File: src/rtl/reg_scoreboard.sv
`default_nettype none
// ============================================================================
// Module      : reg_scoreboard
// Description : Register-file hazard scoreboard for an in-order pipeline.
//               Tracks up to three outstanding writes per register with one
//               2-bit pending counter for each of the 16 architectural
//               registers. It raises a decode-stage stall on RAW hazards
//               (a source is still pending) and on counter overflow (the
//               destination already has three writes in flight). A flush
//               clears every counter and forces a single DRAIN cycle.
//
// Configuration macro:
//   REG_SCOREBOARD_BYPASS_EN - when defined, a source whose only pending
//                              write is being written back this cycle is
//                              treated as ready (same-cycle bypass).
//                              Undefined by default: the stall holds until
//                              the counter is registered as zero.
//
// Ports:
//   clk           in   1   clock, all state updates on posedge
//   rst           in   1   asynchronous active-high reset
//   issue_valid   in   1   decode stage presents an instruction
//   issue_rs      in   4   first source register index
//   issue_rt      in   4   second source register index
//   issue_rd      in   4   destination register index
//   uses_rs       in   1   instruction reads issue_rs
//   uses_rt       in   1   instruction reads issue_rt
//   writes_rd     in   1   instruction writes issue_rd
//   wb_valid      in   1   write-back of wb_rd this cycle
//   wb_rd         in   4   write-back register index
//   flush         in   1   discard all in-flight writes
//   stall         out  1   hold the decode stage
//   busy_mask     out 16   bit i set when register i has a pending write
//   state         out  2   RUN=0, STALL=1, DRAIN=2
//   stall_cycles  out  8   saturating count of stalled cycles
//   err_underflow out  1   sticky write-back-without-pending flag
//
// Revision    : 1.0 - initial release
// ============================================================================
module reg_scoreboard (
  input  logic        clk,
  input  logic        rst,
  input  logic        issue_valid,
  input  logic [3:0]  issue_rs,
  input  logic [3:0]  issue_rt,
  input  logic [3:0]  issue_rd,
  input  logic        uses_rs,
  input  logic        uses_rt,
  input  logic        writes_rd,
  input  logic        wb_valid,
  input  logic [3:0]  wb_rd,
  input  logic        flush,
  output logic        stall,
  output logic [15:0] busy_mask,
  output logic [1:0]  state,
  output logic [7:0]  stall_cycles,
  output logic        err_underflow
);

  // --------------------------------------------------------------------------
  // Constants
  // --------------------------------------------------------------------------
  localparam int unsigned NUM_REGS = 16;
  localparam int unsigned CNT_W    = 2;

  localparam logic [1:0] ST_RUN   = 2'd0;
  localparam logic [1:0] ST_STALL = 2'd1;
  localparam logic [1:0] ST_DRAIN = 2'd2;

  localparam logic [CNT_W-1:0] CNT_ZERO = 2'd0;
  localparam logic [CNT_W-1:0] CNT_ONE  = 2'd1;
  localparam logic [CNT_W-1:0] CNT_MAX  = 2'd3;
  localparam logic [7:0]       SC_MAX   = 8'd255;

  // --------------------------------------------------------------------------
  // Declarations
  // --------------------------------------------------------------------------
  // All pending counters, flattened so a 4-bit index can select any of them.
  logic [NUM_REGS*CNT_W-1:0] cnt_flat;

  logic [CNT_W-1:0] rs_cnt;
  logic [CNT_W-1:0] rt_cnt;
  logic [CNT_W-1:0] rd_cnt;
  logic [CNT_W-1:0] wb_cnt;

  logic rs_busy;
  logic rt_busy;
  logic rd_full;
  logic hazard;
  logic accept;
  logic wb_underflow;

  logic [1:0] state_d;
  logic [1:0] state_q;
  logic [7:0] stall_cycles_d;
  logic [7:0] stall_cycles_q;
  logic       err_d;
  logic       err_q;

  // --------------------------------------------------------------------------
  // Hazard detection (combinational, from registered counters)
  // --------------------------------------------------------------------------
  always_comb begin
    rs_cnt = cnt_flat[issue_rs*CNT_W +: CNT_W];
    rt_cnt = cnt_flat[issue_rt*CNT_W +: CNT_W];
    rd_cnt = cnt_flat[issue_rd*CNT_W +: CNT_W];
    wb_cnt = cnt_flat[wb_rd*CNT_W +: CNT_W];

`ifdef REG_SCOREBOARD_BYPASS_EN
    // The last pending write of a source is landing right now, so its value
    // is available through the register-file bypass this same cycle.
    rs_busy = uses_rs && (rs_cnt != CNT_ZERO) &&
              !(wb_valid && (wb_rd == issue_rs) && (rs_cnt == CNT_ONE));
    rt_busy = uses_rt && (rt_cnt != CNT_ZERO) &&
              !(wb_valid && (wb_rd == issue_rt) && (rt_cnt == CNT_ONE));
`else
    rs_busy = uses_rs && (rs_cnt != CNT_ZERO);
    rt_busy = uses_rt && (rt_cnt != CNT_ZERO);
`endif

    // A fourth outstanding write would overflow the 2-bit counter.
    rd_full = writes_rd && (rd_cnt == CNT_MAX);
    hazard  = issue_valid && (rs_busy || rt_busy || rd_full);

    // DRAIN stalls unconditionally; reset forces the stall low so the decode
    // register is never frozen while the scoreboard is being cleared.
    stall  = !rst && (hazard || (state_q == ST_DRAIN));
    accept = issue_valid && !stall;

    // Flush discards the write-back along with everything else in flight.
    wb_underflow = wb_valid && (wb_cnt == CNT_ZERO) && !flush;
  end

  // --------------------------------------------------------------------------
  // Per-register pending counters
  // --------------------------------------------------------------------------
  for (genvar i = 0; i < NUM_REGS; i++) begin : g_cnt
    logic             inc;
    logic             dec;
    logic [CNT_W-1:0] cnt_d;
    logic [CNT_W-1:0] cnt_q;

    assign inc = accept && writes_rd && (issue_rd == 4'(i));
    assign dec = wb_valid && (wb_rd == 4'(i)) && (cnt_q != CNT_ZERO);

    // Simultaneous increment and decrement cancel out; flush wins over both.
    always_comb begin
      cnt_d = cnt_q;
      if (flush) begin
        cnt_d = CNT_ZERO;
      end else if (inc && !dec) begin
        cnt_d = cnt_q + CNT_ONE;
      end else if (dec && !inc) begin
        cnt_d = cnt_q - CNT_ONE;
      end
    end

    always_ff @(posedge clk or posedge rst) begin
      if (rst) begin
        cnt_q <= CNT_ZERO;
      end else begin
        cnt_q <= cnt_d;
      end
    end

    assign cnt_flat[i*CNT_W +: CNT_W] = cnt_q;
    assign busy_mask[i]               = (cnt_q != CNT_ZERO);
  end

  // --------------------------------------------------------------------------
  // Control FSM
  // --------------------------------------------------------------------------
  always_comb begin
    state_d = state_q;
    if (flush) begin
      state_d = ST_DRAIN;
    end else begin
      case (state_q)
        ST_RUN:   state_d = stall ? ST_STALL : ST_RUN;
        ST_STALL: state_d = stall ? ST_STALL : ST_RUN;
        ST_DRAIN: state_d = ST_RUN;
        default:  state_d = ST_RUN;
      endcase
    end
  end

  // --------------------------------------------------------------------------
  // Statistics and error flag
  // --------------------------------------------------------------------------
  always_comb begin
    stall_cycles_d = stall_cycles_q;
    if (stall && (stall_cycles_q != SC_MAX)) begin
      stall_cycles_d = stall_cycles_q + 8'd1;
    end
    err_d = err_q || wb_underflow;
  end

  always_ff @(posedge clk or posedge rst) begin
    if (rst) begin
      state_q        <= ST_RUN;
      stall_cycles_q <= 8'd0;
      err_q          <= 1'b0;
    end else begin
      state_q        <= state_d;
      stall_cycles_q <= stall_cycles_d;
      err_q          <= err_d;
    end
  end

  assign state         = state_q;
  assign stall_cycles  = stall_cycles_q;
  assign err_underflow = err_q;

endmodule
`default_nettype wire
File: config.mk
export PLATFORM = sky130hd
export DESIGN_NAME = reg_scoreboard
export DESIGN_NICKNAME = d
export VERILOG_FILES = /design/src/rtl/reg_scoreboard.sv
export SDC_FILE = /design/constraint.sdc
export NUM_CORES = 1
export LEC_CHECK = 0
export CAP_MARGIN = 5
export CORE_ASPECT_RATIO = 1.2
export CORE_UTILIZATION = 50
export DETAILED_ROUTE_END_ITERATION = 10
export GPL_TIMING_DRIVEN = 0
export HOLD_SLACK_MARGIN = 0.05
export PLACE_DENSITY = 0.78
export SYNTH_ARGS = -nofsm -noshare
export SYNTH_HDL_FRONTEND = slang
export SYNTH_SLANG_ARGS = --single-unit
File: constraint.sdc
create_clock -name clk -period 2.65 [get_ports clk]
set_clock_uncertainty 0.1 [all_clocks]
set_input_delay 0.3975 -clock clk [delete_from_list [all_inputs] [get_ports clk]]
set_output_delay 0.3975 -clock clk [all_outputs]
set_load 0.1 [all_outputs]
==> reports/qor.txt, run 1 <==
outcome: finished, violations left
violated checks: setup timing
area grow syn2layout: 41.3%
Yosys warning count: 0
max_cap viols: 0
Placed Area: 0.00407 mm2
largest net degree at the start of global routing: 35
fmax: 323 MHz
die area: 0.00719 mm2
Total Power: 2230 uW
WS Path Type: flip-flop to primary output
mapped cell area: 0.00343 mm2
leakage: 0.00212 uW
Synth area leaders: dfrtp_1 (31%), mux4_2 (12%), nor2_1 (6.9%)
Synth top area share: 31.4%
Die X: 77.6 um
vias in the first global route: 3,322
Via Count: 3,637
P_sw: 874 uW
Combinational Power Share: 37.8%
largest family of logic cells by synthesized area: simple AND/OR/NAND/NOR gates
HP Class: primary input to async pin
grt total ovfl: 0
Net Sw Frac: 39.3%
R2R depth: 11
Mapped Avg Cell Area: 8.86 um2
global-route wire length before repair: 16,900 um
TritonCTS clock tree: done
IO Count: 52
critical path launch point: g_cnt[8].cnt_q[1]
number of port buffers: 45
Synth Register Bits: 43
CTS Sinks: 43
# diodes: 0
# hold bufs at CTS: 0
Post-Synth Adder-Cell Area: 0.365%
Sequential Power Share: 34.4%
total CTS buffers: 5
commonest register cell after synthesis: dfrtp_1
share of cells above drive strength 1: 30.1%
H-tree depth: 2
post-synth top area cell: dfrtp_1
num rows: 32
Post-Syn Nets: 412
fin crit share: 117%
pwr/cell area: 459 mW/mm2
Fin. Hold Viols: 0
nature of the critical path endpoint: primary output
DP Wirelength: 7360 um
post-synthesis simple-gate area fraction: 29.7%
Routed Antenna Nets: 0
Tot GR Track Use: 30.8%
CP Max Fanout: 5
min cycle time layout: 3090 ps
clock power share: 27.8%
vias per cell: 6.53
post-synthesis mux area share: 13.7%
EDFF count, synth: 0
Seq/Total Area, Yosys: 31.4%
CTS max path bufs: 2
internal power: 1350 uW
Iteration-0 DRC Markers: 367
Root Buffer: clkbuf_8
xor/xnor share of the synthesized area: 5.88%
DRC viols: 0
gp weighted congestion: 0.937
compound-cell area share of the yosys netlist: 14.6%
reg2reg start: g_cnt[8].cnt_q[1]
Clk Latency, worst-skew pair: 310 ps
setup slack after layout: -442 ps
initial antenna violation count: 0
Die Height: 92.7 um
Final setup viols: 40
CP startpoint kind: flip-flop
Synth async-reset ratio: 100%
Max VDD drop: 834 uV
crit path DAT: 2590 ps
Starting Density: 52.5%
clk slew on worst S/H paths: 90 ps
TritonRoute pass-1 iters: 5
normalized max-slew margin: 34.4%
core box area: 0.00653 mm2
layout net count: 496
Cells after Synth: 387
drt total wl: 11,600 um
Finished Cell Area: 0.00484 mm2
Slew Limit Fails: 0
final core utilization: 74.2%
FILL cells: 426
WP data required: 2150 ps
Distinct cells, synth: 50
unrepaired setup endpoints after global routing: yes
wire per inst: 20.8 um
Worst-Margin Slew: 983 ps
## repair_timing
item,CTS,global route
setup endpoints to repair,44,49
setup buffers,12,17
pin swaps,18,35
cloned,0,2
resized for setup,58,56
## state kept, by name, summed over array words and instances (netlist names)
signal         cells
err_underflow      1
state              2
g_cnt.cnt_q       32
stall_cycles       8
## logic make-up after synthesis
group	after synthesis
AND/OR/NAND/NOR	183
AO/OA/AOI/OAI	76
flip-flops	43
buffers and inverters	37
multiplexers	24
XOR/XNOR	23
adder cells (fa/ha/maj)	1
## stage by stage
stage / setup TNS, ps / instances / hold WS, ps / setup slack (ps)
2_1_floorplan: -14620 / 387 / 329 / -453
4_1_cts: -4450 / 538 / 241 / -364
5_1_grt: -12300 / 557 / 266 / -467
3_3_place_gp: -45070 / 517 / 334 / -2250
3_5_place_dp: -36060 / 518 / 361 / -1760
6_report: -10100 / 557 / 233 / -442
## critical path, cell delays in order, from the launching register on
cell and delay (ps):
dfrtp_1 480, nor2_2 190, inv_2 70, mux4_2 500
a2111oi_4 290, a311o_2 190, a41oi_4 110, buf_6 160
buf_8 120, buf_12 160
## power groups by stage
stage | registers (uW) | clock network (uW) | logic, uW
after floorplan | 1070 | 0 | 236
after global placement | 771 | 0 | 711
after detailed placement | 770 | 0 | 723
after CTS | 760 | 622 | 755
after global routing | 776 | 651 | 873
final | 766 | 618 | 841
## worst paths after layout
| check | end | slack, ps |
|---|---|---|
| worst max-delay path | stall | -440 |
| worst min-delay path | g_cnt[11].cnt_q[0] | 230 |
| worst max register to register | g_cnt[0].cnt_q[1] | -370 |
| worst min register to register | state[0] | 360 |
| max in group asynchronous | g_cnt[5].cnt_q[1] | 1740 |
| min in group clk | state[0] | 360 |
## cell usage after synthesis, drive strengths merged, types with 6 or more instances
library cell and number:
nand3 7, dfrtp 43, o21a 7, a21oi 21
nor2b 13, inv 21, nor4 6, clkbuf 10
xnor2 8, xor2 15, mux4 18, o21ai 25
and2 7, nor2 63, nand2 22, nor3 26
and3 12, buf 6
## metal layers
layer	vias to the layer above	global-route usage, %	routed length [um]
li1	1566	-	-
met1	1751	37.2	4150
met2	254	52.9	5790
met3	66	4.43	967
met4	0	16.5	663
met5	-	0	0
## area by class of cell
class / instances / area [um2] / area share [%]
Clock buffer: 6 / 72.6 / 1.50
Timing Repair Buffer: 77 / 813 / 16.8
Inverter: 21 / 93.8 / 1.94
Sequential cell: 43 / 1090 / 22.4
Buffer: 16 / 115 / 2.38
Clock inverter: 2 / 60.1 / 1.24
Multi-Input combinational cell: 307 / 2500 / 51.5
Tap cell: 85 / 106 / 2.20
## layout by cell type (no fill, tap or decap), drive strengths merged, types with 5 or more instances in the layout
cell            n
nand2          22
nor3b           5
clkbuf         18
clkdlybuf4s50  29
o21ai          25
xnor2           8
nor2           63
dlymetal6s2s   10
and3           12
and2            7
or2             5
nor3           26
buf            37
dfrtp          43
mux4           18
nand3b          5
o21a            7
nand3           7
inv            17
dlygate4sd2     5
a21oi          21
nor2b          13
nor4            6
xor2           15
Power figures use the tool's default switching activity.
==> run 2, diff against run 1 <==
--- a/config.mk
+++ b/config.mk
@@ -8,6 +8,7 @@
 export CAP_MARGIN = 5
 export CORE_ASPECT_RATIO = 1.2
 export CORE_UTILIZATION = 50
+export CTS_CLUSTER_DIAMETER = 50
 export DETAILED_ROUTE_END_ITERATION = 10
 export GPL_TIMING_DRIVEN = 0
 export HOLD_SLACK_MARGIN = 0.05
==> results of run 2 <==
Final layout, timing and power as in run 1 (identical DEF).
